**src/rtl/pipe_pkg.sv**
```systemverilog
// Shared constants and types for the decode/execute hazard and bypass logic.
// Latency names match the producer classes the scoreboard has to interlock.
package pipe_pkg;

    localparam int REG_W       = 5;
    localparam int LAT_ALU     = 1;
    localparam int LAT_LOAD    = 2;
    localparam int MAX_LAT_DEF = 4;
    localparam int LAT_DIV     = MAX_LAT_DEF;

    typedef enum logic {
        KS_IDLE = 1'b0,
        KS_KILL = 1'b1
    } kill_state_t;

endpackage

```
**src/rtl/bypass_mux.sv**
```systemverilog
// One source-operand bypass: picks the youngest forwarding bus that carries
// the requested register, otherwise the register-file value.
module bypass_mux
    import pipe_pkg::*;
#(
    parameter int XLEN = 32,
    parameter int NFWD = 3
) (
    input  logic [REG_W-1:0]       src,
    input  logic [XLEN-1:0]        rf_val,
    input  logic [NFWD-1:0]        fwd_valid,
    input  logic [NFWD*REG_W-1:0]  fwd_dst,
    input  logic [NFWD*XLEN-1:0]   fwd_data,
    output logic [XLEN-1:0]        opnd,
    output logic                   fwd_hit
);

    // Scanning from oldest to youngest lets the lowest-index match win.
    always_comb begin
        opnd    = rf_val;
        fwd_hit = 1'b0;
        if (src != '0) begin
            for (int i = NFWD - 1; i >= 0; i--) begin
                if (fwd_valid[i] && (fwd_dst[i*REG_W +: REG_W] == src)) begin
                    opnd    = fwd_data[i*XLEN +: XLEN];
                    fwd_hit = 1'b1;
                end
            end
        end
    end

endmodule

```
**src/rtl/hazard_bypass_unit.sv**
```systemverilog
// Decode/execute interlock: per-register latency scoreboard, per-port operand
// bypass and a timed decode kill window after a control-flow redirect.
module hazard_bypass_unit
    import pipe_pkg::*;
#(
    parameter int XLEN     = 32,
    parameter int NREG     = 32,
    parameter int NSRC     = 2,
    parameter int NFWD     = 3,
    parameter int MAX_LAT  = LAT_DIV,
    parameter int KILL_CYC = 2,
    localparam int LW      = $clog2(MAX_LAT + 1)
) (
    input  logic                   clk,
    input  logic                   rst_n,
    input  logic                   dec_valid,
    input  logic [NSRC*REG_W-1:0]  dec_src,
    input  logic [NSRC-1:0]        dec_src_used,
    input  logic [NSRC-1:0]        dec_src_late,
    input  logic                   dec_wr,
    input  logic [REG_W-1:0]       dec_dst,
    input  logic [LW-1:0]          dec_lat,
    input  logic [NSRC*XLEN-1:0]   rf_val,
    input  logic [NFWD-1:0]        fwd_valid,
    input  logic [NFWD*REG_W-1:0]  fwd_dst,
    input  logic [NFWD*XLEN-1:0]   fwd_data,
    input  logic                   redirect,
    output logic                   stall,
    output logic                   kill,
    output logic [NSRC*XLEN-1:0]   opnd,
    output logic [NSRC-1:0]        fwd_hit
);

    localparam int KW = (KILL_CYC > 1) ? $clog2(KILL_CYC) : 1;

    logic [LW-1:0]   pend [NREG];
    logic [NSRC-1:0] hazard;
    logic            issue;
    kill_state_t     state;
    logic [KW-1:0]   kcnt;

    assign kill  = (state == KS_KILL) || redirect;
    assign stall = dec_valid && !kill && (|hazard);
    assign issue = dec_valid && !stall && !kill;

    // A fresh issue overrides the countdown of an older producer to the same register.
    always_ff @(posedge clk or negedge rst_n) begin
        if (!rst_n) begin
            for (int r = 0; r < NREG; r++) begin
                pend[r] <= '0;
            end
        end else begin
            pend[0] <= '0;
            for (int r = 1; r < NREG; r++) begin
                if (issue && dec_wr && (dec_dst == REG_W'(r))) begin
                    pend[r] <= dec_lat;
                end else if (pend[r] != '0) begin
                    pend[r] <= pend[r] - LW'(1);
                end
            end
        end
    end

    for (genvar k = 0; k < NSRC; k++) begin : g_port
        logic [REG_W-1:0] src;
        assign src = dec_src[k*REG_W +: REG_W];

        // Late consumers pick up the result one stage later, so they tolerate one more cycle.
        assign hazard[k] = dec_src_used[k] && (src != '0) &&
                           (pend[src] > (dec_src_late[k] ? LW'(2) : LW'(1)));

        bypass_mux #(
            .XLEN (XLEN),
            .NFWD (NFWD)
        ) u_bypass (
            .src       (src),
            .rf_val    (rf_val[k*XLEN +: XLEN]),
            .fwd_valid (fwd_valid),
            .fwd_dst   (fwd_dst),
            .fwd_data  (fwd_data),
            .opnd      (opnd[k*XLEN +: XLEN]),
            .fwd_hit   (fwd_hit[k])
        );
    end

    // The redirect cycle itself is the first kill cycle; KILL covers the rest.
    always_ff @(posedge clk or negedge rst_n) begin
        if (!rst_n) begin
            state <= KS_IDLE;
            kcnt  <= '0;
        end else begin
            case (state)
                KS_IDLE: begin
                    if (redirect && (KILL_CYC > 1)) begin
                        state <= KS_KILL;
                        kcnt  <= KW'(KILL_CYC - 1);
                    end
                end
                KS_KILL: begin
                    if (redirect) begin
                        kcnt <= KW'(KILL_CYC - 1);
                    end else if (kcnt <= KW'(1)) begin
                        state <= KS_IDLE;
                        kcnt  <= '0;
                    end else begin
                        kcnt <= kcnt - KW'(1);
                    end
                end
                default: begin
                    state <= KS_IDLE;
                    kcnt  <= '0;
                end
            endcase
        end
    end

endmodule

```
**config.mk**
```make
export PLATFORM = sky130hd
export DESIGN_NAME = hazard_bypass_unit
export DESIGN_NICKNAME = d
export VERILOG_FILES = /design/src/rtl/pipe_pkg.sv /design/src/rtl/bypass_mux.sv /design/src/rtl/hazard_bypass_unit.sv
export SDC_FILE = /design/constraint.sdc
export NUM_CORES = 1
export LEC_CHECK = 0
export CAP_MARGIN = 10
export CORE_MARGIN = 4
export CORE_UTILIZATION = 51
export CTS_BUF_LIST = sky130_fd_sc_hd__clkbuf_16
export DETAILED_ROUTE_END_ITERATION = 7
export PLACE_DENSITY = 0.82
export RECOVER_POWER = 100
export SYNTH_ARGS = -nofsm -noshare
export SYNTH_HDL_FRONTEND = slang
export SYNTH_HIERARCHICAL = 1
export SYNTH_SLANG_ARGS = --single-unit
export TNS_END_PERCENT = 10
```
**constraint.sdc**
```tcl
create_clock -name clk -period 8.5 [get_ports clk]
set_input_delay 2.125 -clock clk [delete_from_list [all_inputs] [get_ports clk]]
set_output_delay 2.125 -clock clk [all_outputs]
set_load 0.005 [all_outputs]
```
# Word level (Yosys, flattened, before mapping)
# Index checks and enable logic that the tools add are counted.
# Widths: inputs -> output; s select.
[word_totals]
in_bits = 205
out_inout_bits = 68
rom_bits = 0
register_bits = 95
ramBits = 0
latchBits = 0
mem_count = 0
word_cells = 319
[classes]
mux = 94
bitwise_logic = 3
reduce_logical = 114
magnitude_cmp = 5
n_div = 0
shifts = 0
n_mul = 0
add_sub_neg = 32
n_eq_ne = 38
[op_table]
columns = ["cell", "n"]
rows = [
  ["$mux 32", 8],
  ["$mux 3", 66],
  ["$reduce_bool 3->1", 31],
  ["$sub 3x1->3 const B", 31],
  ["$eq 5x5->1 const B", 16],
  ["$reduce_bool 2->1", 31],
  ["$logic_and 1x1->1", 46],
  ["$eq 5x4->1 const B", 8],
  ["$bmux 3 s5", 2],
  ["$eq 5x5->1", 6],
  ["$eq 5x3->1 const B", 4],
  ["$mux 1", 14],
  ["$ge 6x6->1 const B", 2],
  ["$not 5->6", 2],
  ["$eq 5x2->1 const B", 2],
  ["$reduce_bool 5->1", 2],
  ["$gt 3x2->1", 2],
  ["$eq 5x1->1 const B", 1],
  ["$mux 2", 2],
  ["$pmux 1 s2", 2],
  ["$logic_not 1->1", 2],
  ["$ne 2x2->1 const B", 1],
  ["$reduce_or 2->1", 1],
  ["$le 1x1->1 const B", 1],
  ["other kinds (3)", 3],
]

# Logic depth before layout (Yosys ltp)
[depth]
depth_word = 14
ltp_mapped = 17
ltp_nobuf = 14

# Cells and area by module
# Netlist, hierarchy kept.
[by_module_without_submodules]
columns = ["mod", "area_per_inst_um2", "seq_area_each_um2", "cells_per_inst", "n_inst"]
rows = [
  ["hazard_bypass_unit", 7982.7, 2352.3, 713, 1],
  ["bypass_mux", 1163.6, 0.0, 148, 2],
]

# Worst setup path after synthesis
# No wires, ideal clock.
[synth_timing]
path_kind = "input -> output"
from = "in dec_src[0]"
to = "out stall"
t_arrival_ns = 5.617
path_stages = 15
path_buffers = 4
required_time_ns = 6.375
slack_ns = 0.758
cell_sequence = "buf_2 -> buf_1 -> clkbuf_1 -> mux4_2 -> mux4_2 -> nor2_1 -> nor2_1 -> ha_1 -> nor2b_1 -> o21ai_0 -> o41ai_1 -> a311oi_1 -> o22ai_2 -> buf_6 -> and2_1"
[synth_between]
elab_chain_cells = 8
word_cells_on_any_way = 10
[synth_lines]
columns = ["element", "line_no", "rtl"]
rows = [
  ["start: declaration", "hazard_bypass_unit.sv:17", "input logic [NSRC*REG_W-1:0] dec_src,"],
  ["$not 5->6 (implied by the code)", "hazard_bypass_unit.sv:70", "(pend[src] > (dec_src_late[k] ? LW'(2) : LW'(1)));"],
  ["$bmux 3 s5", "hazard_bypass_unit.sv:70", ""],
  ["$mux 3 (implied by the code) (2 in series)", "hazard_bypass_unit.sv:70", ""],
  ["$gt 3x2->1", "hazard_bypass_unit.sv:70", ""],
  ["$logic_and 1x1->1 (*)", "hazard_bypass_unit.sv:69", "assign hazard[k] = dec_src_used[k] && (src != '0) &&"],
  ["$reduce_or 2->1 (*)", "hazard_bypass_unit.sv:43", "assign stall = dec_valid && !kill && (|hazard);"],
  ["$logic_and 1x1->1 (*)", "hazard_bypass_unit.sv:43", ""],
  ["end: declaration", "hazard_bypass_unit.sv:28", "output logic stall,"],
]
# Mark *: on every way between the ends. The rest lies on a longest branch, timed or not. The select of a mux whose other input is x is not followed.

# Final worst setup path
[layout_timing]
from = "in dec_src[9]"
to = "out opnd[35]"
[layout_between]
elab_chain_cells = 6
word_cells_on_any_way = 11
[layout_lines]
columns = ["element", "line_no", "rtl"]
rows = [
  ["$eq 5x5->1", "bypass_mux.sv:24", "if (fwd_valid[i] && (fwd_dst[i*REG_W +: REG_W] == src)) begin"],
  ["$logic_and 1x1->1", "bypass_mux.sv:24", ""],
  ["$mux 32 (3 in series)", "bypass_mux.sv:24", ""],
  ["$mux 32 (*)", "bypass_mux.sv:22", "if (src != '0) begin"],
  ["end: declaration", "hazard_bypass_unit.sv:30", "output logic [NSRC*XLEN-1:0] opnd,"],
]
# Mark *: on every way between the ends. The rest lies on a longest branch, timed or not.

==> summary.md <==
| Metric | Value |
|---|---|
| Outcome | complete, but fails checks |
| Failing checks | max-capacitance violations, max-slew violations |
| Antenna Nets Post-Route | 0 |
| Die ar. | 22,600 sq um |
| VDD IR max | about 0.2 mV |
| Clock buffer depth | 2 |
| Final Cycle Share | a little over nine tenths |
| Final core occ | about 67% |
| Crit path capture type | output pin |
| Area delta synth->final | 28.2% |
| Starting density of the core | between 50% and 60% |
| Layout cell share with drive strength beyond 1 | ~18% |
| Hold Path Class | reg -> reg |
| Die height | between 150 and 200 um |
| Mapped Cells | roughly 1,000 |
| GPL Wtd Cong | ~0.96 |
| Total power | roughly 3.2 mW |
| Synth warn | 6 |
| Seq/Total Area, Yosys | 22.8% |
| Syn Std Cell Area | about 10,000 sq um |
| Post-layout min period | just over 8 ns |
| Number of buffers added on ports | about 270 |
| Root buf cell | clkbuf_16 |
| Via/cell ratio | 6.37 |
| Hold_ws | 0.633 ns |
| Setup Fix Bufs, Post-CTS | 0 |
| Ys async rst share | 100% |
| Post-layout nets | ~1,500 |
| CTS tree | done |
| CP startpoint kind | primary input |
| Post-synth EDFFs | 0 |
| Post-CTS Hold Buffers | 0 |
| Fmax | approximately 0.12 GHz |
| Syn_area_per_cell | just over 10 sq um |
| CTS resizes | 0 |
| Total CTS buffers | 9 |
| PD cells | 244 nW/um^2 |
| Critical path data required time | 6.38 ns |
| Final slew viol count | 111 |
| Largest net degree at the start of global routing | ~80 |
| Worst-path clk slew | 0.06 ns |
| Leak | 5.29 nW |
| WL final | roughly 37 mm |
| Antenna violations before repair | 0 |
| RSZ-0062 raised after global routing | no |
| Final hold violation count | 0 |
| Die X | around 150 um |
| Critical setup path kind | in -> out |
| Pre-CTS setup slack | 0.418 ns |
| IO Count | ~270 |
| Worst slew margin | -188% |
| Via count | 9,757 |
| GRT Total Usage | 32.6% |
| Clk_lat worst skew | around 0.35 ns |
| Worst-path cell chain | dlygate4sd3_1 > xnor2_1 > nand4_1 > or2_1 > a31oi_1 > clkbuf_1 > a2bb2oi_1 > dlygate4sd3_1 |
| Worst-Margin Slew | ~4.3 ns |
| Syn Nets | about 1,300 |
| CP Max Fanout | 12 |
| Vias in the first global route | 9,855 |
| First-pass DRT Iterations | 6 |
| Core Box Area | 19,700 sq um |
| CP max stage delay | ~1.1 ns |
| Sum Neg Setup Slack | 0 ns |
| Filler Cells Inserted | about 1,600 |
| CP max stage cell | a31oi_1 |
| Antenna cells | 0 |
| Global-route wire length before repair | 56.9 mm |
| Crit path arrival time | between 6 and 7 ns |
| R2R Setup Slk | about 3.7 ns |
| HPWL after DPL | ~29 mm |
| Rows | 51 |
| Congestion Overflow GR | 0 |
| Initial drt markers | 969 |
| Delay-heaviest family, CP | buffers and inverters |
| Final Setup Violations | 0 |
| Max-cap violations | 2 |
| PnR worst setup slack | between 0.3 and 0.4 ns |
| CTS sink cnt | 94 |
| Htree depth | 3 |
| Cell variety after synth | 54 |
| Top FF cell, synth | dfrtp_1 |
| Final Skew | roughly 0.0051 ns |
| Drt wl/cell | roughly 24 um |
| Top cell by count, worst path | dlygate4sd3_1 |
| CP Buf/Inv Count | 3 |
| DRC Markers | 0 |
| Synth Register Bits | between 90 and 100 |
[final timing paths]
check / start / endpoint / depth (start not counted)
setup / recovery: dec_src[9] / opnd[35] / 8
hold / removal: pend[91]$_DFFE_PN0P_ / pend[91]$_DFFE_PN0P_ / 3
setup reg to reg: pend[52]$_DFFE_PN0P_ / pend[6]$_DFFE_PN0P_ / 13
hold reg to reg: pend[91]$_DFFE_PN0P_ / pend[91]$_DFFE_PN0P_ / 3
max in group asynchronous: rst_n / pend[89]$_DFFE_PN0P_ / 2
min in group asynchronous: rst_n / pend[30]$_DFFE_PN0P_ / 1
[registers in the layout, indices dropped and copies added (netlist names)]
| signal | cells |
|---|---|
| state | 1 |
| pend | 93 |
[power breakdown]
group	leakage [nW]	total [mW]	internal [mW]	switching [mW]
combinational	4.06	1.86	1.08	0.789
sequential	1.10	0.990	0.696	0.294
clock	0.130	0.367	0.194	0.174
[cell usage after synthesis (all sizes together) (19+ instances only)]
cell	number	area (sq um)
nor3	29	449
ha	66	826
mux2	128	1440
mux2i	19	190
a2bb2oi	62	768
nand2	21	78.8
xnor2	53	464
inv	75	282
mux4	40	901
clkbuf	42	158
a21oi	97	485
nand2b	37	231
buf	26	166
o221ai	66	578
dfrtp	94	2350
nor2	73	279
[worst reg2reg max path, delay by kind of cell (launching register included)]
kind / cells / cell delay, ns
flops: 1 / 0.45
fa+ha+maj: 1 / 0.29
simple gates: 4 / 1.02
compound gates: 4 / 0.86
mux: 3 / 1.38
buf+inv: 1 / 0.69
[layout by cell type, fill, tap and decap left out, types with 5 or more instances in the layout]
cell / n
nand2b_1: 37
o221ai_1: 66
o21ai_0: 8
a2bb2oi_2: 31
nand2_1: 21
a21oi_1: 97
a2bb2oi_1: 31
xnor2_1: 53
mux4_2: 40
xor2_1: 8
clkbuf_16: 9
nand4_1: 5
mux2_2: 97
buf_4: 31
inv_1: 77
o22ai_1: 5
mux2_1: 31
nor2_1: 69
ha_1: 66
nor3b_1: 5
clkdlybuf4s50_1: 213
nor3_1: 29
mux2i_1: 19
dfrtp_1: 94
dlygate4sd3_1: 56
[per-layer routing]
layer  vias up  global-route usage (%)  part of all wire, %
met3       121                    9.81                   11
met4         0                    14.4                  4.6
met1      4718                    40.9                   38
met5         -                       0                    0
li1       4294                       -                    -
met2       624                    52.2                   46
[cells by family (layout without fill, tap and decap cells)]
group           after synthesis  count (layout)  synth area share, %
compound gates              261             261                 20.7
simple gates                197             197                 12.8
mux                         187             187                 24.6
buf+inv                     143             400                 5.87
flops                        94              94                 22.8
fa+ha+maj                    66              66                 8.01
xor+xnor                     61              61                 5.18
[stage by stage]
stage / cells / area, sq um
3_5_place_dp: 1516 / 13400
6_report: 1531 / 13200
2_1_floorplan: 1009 / 10300
4_1_cts: 1531 / 13600
3_3_place_gp: 1516 / 13400
5_1_grt: 1531 / 13200
[layout make-up]
cell class | instances | area (sq um) | share of cell area [%]
clock buffer | 9 | 225 | 1.70
timing repair buffer | 310 | 3030 | 22.9
multi-input combinational | 772 | 6970 | 52.7
sequential | 94 | 2350 | 17.8
tap | 265 | 332 | 2.51
inverter | 75 | 282 | 2.13
clock inverter | 6 | 32.5 | 0.246
(Power assumes the default switching activity.)
==> variant 1, RTL diff (same flow settings) <==
`KILL_CYC`: 2 -> 4.
--- a/src/rtl/hazard_bypass_unit.sv
+++ b/src/rtl/hazard_bypass_unit.sv
@@ -9,5 +9,5 @@
     parameter int NFWD     = 3,
     parameter int MAX_LAT  = LAT_DIV,
-    parameter int KILL_CYC = 2,
+    parameter int KILL_CYC = 4,
     localparam int LW      = $clog2(MAX_LAT + 1)
 ) (
Check against the original RTL: not equivalent (a bounded check fails within 4 cycles, from zero or initial values and one cycle with rst_n low).
==> variant 1 against the original RTL <==
The run still ends with capacitance limit, slew limit left; die area down 1.2%; power up 2.7%; first-iteration DRC count down 20%; routed wire length down 0.68%; final area down 0.34%; non-clock buffer count down 10; setup slack worse by 0.037 ns; register-to-register slack worse by 0.23 ns; hold slack worse by 0.12 ns; synthesized area down 1.3%; global-route usage up 0.11 points; synthesized cell count up 0.20%; sequential cell count up 2; critical endpoint is now opnd[39].
==> variant 1: results (changes against the original RTL) <==
[sta]
finClkSkew_ns = 0.00880  ; was 0.00513 ns
worst_slew_pin_slew_ns = 2.99  ; was 4.32 ns
slew_violations = 99  ; was 111

[power_and_ir_drop]
peakVddDrop_mv = 0.170  ; was 0.204 mV
leakage_nw = 5.28  ; was 5.29 nW
p_clk_uw = 407  ; was 367 uW
p_sw_share_pct = 38.6  ; was 39.0%

[final_layout]
multi_input_area_sq_um = 6920  ; was 6970 sq um
drive_gt1_share_pct = 17.4  ; was 17.9%
nonClockInverterCount = 79  ; was 75
syn_to_final_growth_pct = 29.4  ; was 28.2%
fill_cells = 1580  ; was 1572
seqCellArea_sq_um = 2400  ; was 2350 sq um
nMultiInputCombCells = 766  ; was 772
final_nets = 1523  ; was 1533
clk_share_pct = 2.20  ; was 1.95%
top_regs = pend x93, kcnt x2, state x1  ; was pend x93, state x1
buffers = 300  ; was 310
diodes = 1  ; was 0

[logic_synthesis]
synthMuxAreaShare_pct = 25.6  ; was 24.6%
synthTopCellsByCount = 116 x mux2_2, 96 x dfrtp_1, 94 x a21oi_1, 77 x inv_1, 75 x nor2_1  ; was 102 x mux2_2, 97 x a21oi_1, 94 x dfrtp_1, 75 x inv_1, 71 x nor2_1
syn_nets = 1282  ; was 1280
ys_seq_area_share_pct = 23.6  ; was 22.8%
ys_ff_latch = 96  ; was 94
yosys-top-cells-area = dfrtp_1 24%, mux2_2 13%, mux4_2 10%  ; was dfrtp_1 23%, mux2_2 11%, mux4_2 8.7%
synth_compound_area_share_pct = 20.2  ; was 20.7%
synth_cell_types = 51  ; was 54
syn_area_sq_um = 10200  ; was 10300 sq um
synth-adder-area-share_pct = 8.11  ; was 8.01%

[place]
hpwlAfterDp_microns = 28300  ; was 28600 microns
pre_cts_ws_ns = 0.302  ; was 0.418 ns
post_dp_cell_area_sq_um = 13200  ; was 13400 sq um

[global_route]
use_met1_pct = 40.0  ; was 40.9%
antenna_found_initial = 2  ; was 0
grt_max_degree = 55  ; was 79
grt.total_usage_pct = 32.7  ; was 32.6%
grt.met2_usage_pct = 53.9  ; was 52.2%
grtUsageMet3_pct = 9.94  ; was 9.81%
grt_pass1_wl_microns = 56700  ; was 56900 microns
grt_pass1_vias = 9924  ; was 9855

[run_status]
status = complete, but fails checks  ; unchanged
violations = capacitance limit, slew limit  ; unchanged

[detailed_routing]
wl_microns = 37100  ; was 37400 microns
drt_iter0_drc = 776  ; was 969
wl_met3_microns = 4310  ; was 4160 microns
wl_met2_microns = 17600  ; was 17100 microns

[clocking]
clk_latency_ns = 0.36

[setup_path]
crit_start = dec_src[6]  ; was dec_src[9]
r2r_end = pend[39]  ; was pend[6]
slowest_stage = nor2_1  ; was a31oi_1
ff2ff_path_depth = 12  ; was 13
r2r_start = pend[49]  ; was pend[52]
ff2ff_setup_slack_ns = 3.47  ; was 3.70 ns
crit_fanout = 27  ; was 12
crit_end = opnd[39]  ; was opnd[35]

[run]
cap_violations = 2  ; unchanged

[hold_path]
holdCritStartpoint = kcnt[0]  ; was pend[91]
min_to = kcnt[0]  ; was pend[91]
holdPathStages = 2  ; was 3

-- variant 1: cell count changes in the layout (fill, tap and decap cells not counted), moves of 5 or more --
cell and delta:
nor3_1 -20, nor4_1 +20, clkdlybuf4s50_1 +15, dlygate4sd3_1 -15
mux2_1 -14, a2bb2oi_1 +13, a2bb2oi_2 -13, buf_4 -12
mux2_2 +10, nand2_1 +8, mux4_2 +7, mux2i_1 -6
nor2_1 +5, o22ai_1 -5
-- variant 1: through the flow --
stage	instances	power (mW)	hold slack [ns]
global route	1523	3.56	0.536
finish	1523	3.31	0.510
CTS	1522	3.34	0.506
detailed placement	1506	2.91	0.489
global placement	1506	2.80	0.474
floorplan	1011	2.34	0.452
-- variant 1: worst min-delay path, cell delays in order (launching register included) --
cell and delay (ns):
dfrtp_1 0.35, a21oi_1 0.07, o21ai_0 0.06
==> variant 2, RTL diff (same flow settings) <==
Without the edit above. Reset style: synchronous (`rst_n`), changed in 2 clocked blocks.
--- a/src/rtl/hazard_bypass_unit.sv
+++ b/src/rtl/hazard_bypass_unit.sv
@@ -45,5 +45,5 @@
 
     // A fresh issue overrides the countdown of an older producer to the same register.
-    always_ff @(posedge clk or negedge rst_n) begin
+    always_ff @(posedge clk) begin
         if (!rst_n) begin
             for (int r = 0; r < NREG; r++) begin
@@ -85,5 +85,5 @@
 
     // The redirect cycle itself is the first kill cycle; KILL covers the rest.
-    always_ff @(posedge clk or negedge rst_n) begin
+    always_ff @(posedge clk) begin
         if (!rst_n) begin
             state <= KS_IDLE;
Function: changed (Yosys sat finds a counterexample within 4 cycles, from zero or initial values and one cycle with rst_n low; the reset may be asserted at any time).
==> variant 2 against the original RTL <==
Count of clock-buffer cells in the layout is the same; non-clock buffer count shrank 4; power fell by 2.2%; core utilization decreased by 1.3 points; global-route usage decreased by 0.33 points; fmax increased by 1.2%; synthesized area rose by 5.8%; sequential power up 11%; the flow still finishes with violations (capacitance limit, slew limit); final area grew 4.9%; largest cell class unchanged; routed wire length rose by 7.6%; sequential share of layout area rose by 2.5 points; setup slack gained 0.098 ns; combinational power down 14%; sequential cell count did not move.
==> variant 2: results (changes against the original RTL) <==
[run_status]
status = complete, but fails checks  ; unchanged
violations = capacitance limit, slew limit  ; unchanged

[clocking]
clk_latency_ns = 0.36

[detailed_routing]
drt_iter0_drc = 1348  ; was 969
dr.pass1.iters = 6  ; unchanged
detail_route.vias_per_cell = 6.64  ; was 6.37
wl_microns = 40200  ; was 37400 microns
wire_per_inst_microns = 25.3  ; was 24.4 microns

[sta]
slew_violations = 119  ; was 111
hold_ws_ns = 0.749  ; was 0.633 ns
finClkSkew_ns = 0.00949  ; was 0.00513 ns
worst_slew_pin_slew_ns = 2.43  ; was 4.32 ns

[hold_path]
holdCritStartpoint = pend[8][2]  ; was pend[91]
holdPathStages = 1  ; was 3
min_to = pend[8][2]  ; was pend[91]

[power_and_ir_drop]
switchingPower_mw = 1.22  ; was 1.26 mW
peakVddDrop_mv = 0.131  ; was 0.204 mV
leakage_nw = 5.55  ; was 5.29 nW

[setup_path]
ff2ff_setup_slack_ns = 3.04  ; was 3.70 ns
slowest_stage = dlygate4sd3_1  ; was a31oi_1
crit_fanout = 20  ; was 12
r2r_start = pend[31][1]  ; was pend[52]
r2r_end = pend[2][0]  ; was pend[6]
max_stage_delay_ns = 0.94  ; was 1.13 ns
crit_arrival_ns = 5.95  ; was 6.04 ns

[run]
cap_violations = 2  ; unchanged

[logic_synthesis]
yosys-top-cells-area = edfxtp_1 26%, mux4_2 9.1%, ha_1 7.6%  ; was dfrtp_1 23%, mux2_2 11%, mux4_2 8.7%
async_flop_share_pct = 0  ; was 100%
synthTopCellsByCount = 95 x inv_1, 93 x edfxtp_1, 68 x a21oi_1, 68 x nand2_1  ; was 102 x mux2_2, 97 x a21oi_1, 94 x dfrtp_1, 75 x inv_1, 71 x nor2_1
ys_seq_area_share_pct = 25.8  ; was 22.8%
synth_flop_cell = edfxtp_1  ; was dfrtp_1
netlist_instances = 1075  ; was 1009
synth_edf_count = 93  ; was 0
syn_nets = 1346  ; was 1280
synth_cell_types = 71  ; was 54

[global_route]
grt.total_usage_pct = 32.3  ; was 32.6%
antenna_found_initial = 2  ; was 0
grt_pass1_wl_microns = 60600  ; was 56900 microns
grt_max_degree = 62  ; was 79
grt_pass1_vias = 10205  ; was 9855

[final_layout]
top_regs = pend x93, state x1  ; unchanged
final_area_sq_um = 13900  ; was 13200 sq um
fill_cells = 1648  ; was 1572
drive_gt1_share_pct = 14.1  ; was 17.9%

[place]
hpwlAfterDp_microns = 30900  ; was 28600 microns
placedCellCount = 1571  ; was 1516
gp_congestion = 0.990  ; was 0.965

variant 2: worst max-delay path by stage:
stage / startpoint / to / slack [ns] / cells past startpoint
global route: dec_src[3] / opnd[29] / 0.17 / 9
detailed placement: dec_src[6] / stall / 0.56 / 13
floorplan: dec_src[0] / stall / 1.27 / 12
global placement: dec_src[6] / stall / 0.73 / 13
CTS: dec_src[6] / stall / 0.51 / 13
finish: dec_src[3] / opnd[2] / 0.43 / 9
variant 2: cells by family after synthesis:
| logic type | Yosys count | synth area share, % |
|---|---|---|
| buffers and inverters | 180 | 6.99 |
| and+or+nand+nor | 258 | 13.6 |
| muxes | 169 | 21.5 |
| xor gates and xnor gates | 42 | 3.37 |
| AOI/OAI and AO/OA | 266 | 21.2 |
| adders and majority gates | 66 | 7.57 |
| DFF | 94 | 25.8 |
variant 2: power groups by stage:
stage,clock (mW),sequential (mW),combinational [mW]
final,0.451,1.10,1.60
after global routing,0.472,1.11,1.78
after CTS,0.454,1.07,1.62
after detailed placement,0,1.08,1.60
after global placement,0,1.07,1.54
after floorplan,0,0.942,1.20
variant 2: routing by layer:
metal / routed length [microns] / GRT usage, %
met1: 15500 / 43.2
met5: 0 / 0
met4: 1810 / 12.9
met2: 18400 / 51.5
met3: 4470 / 6.69
variant 2: area by class of cell:
type                    instances  area share (%)
diodes                          2          0.0361
clock buffers                   9            1.62
clock inverters                 7           0.685
inverters                      95            2.57
multi-input cells             801            51.2
flip-flops and latches         94            20.3
well taps                     275            2.48
repair buffers                306            21.2
variant 2: worst reg2reg max path: stages, from the launching register on:
cell	delay [ns]
edfxtp_1	0.50
mux4_2	0.50
mux4_2	0.48
nor2_1	0.10
nor2_1	0.06
ha_1	0.30
nor2b_1	0.14
o21ai_0	0.23
o41ai_1	0.17
o31ai_4	0.30
and4_1	0.26
clkbuf_1	1.07
nand4_1	0.61
nand4b_1	0.40
variant 2: through the flow:
stage	worst slack [ns]	total power [mW]
finish	0.429	3.15
detailed placement	0.563	2.68
CTS	0.507	3.15
global route	0.166	3.36
global placement	0.732	2.61
floorplan	1.27	2.14
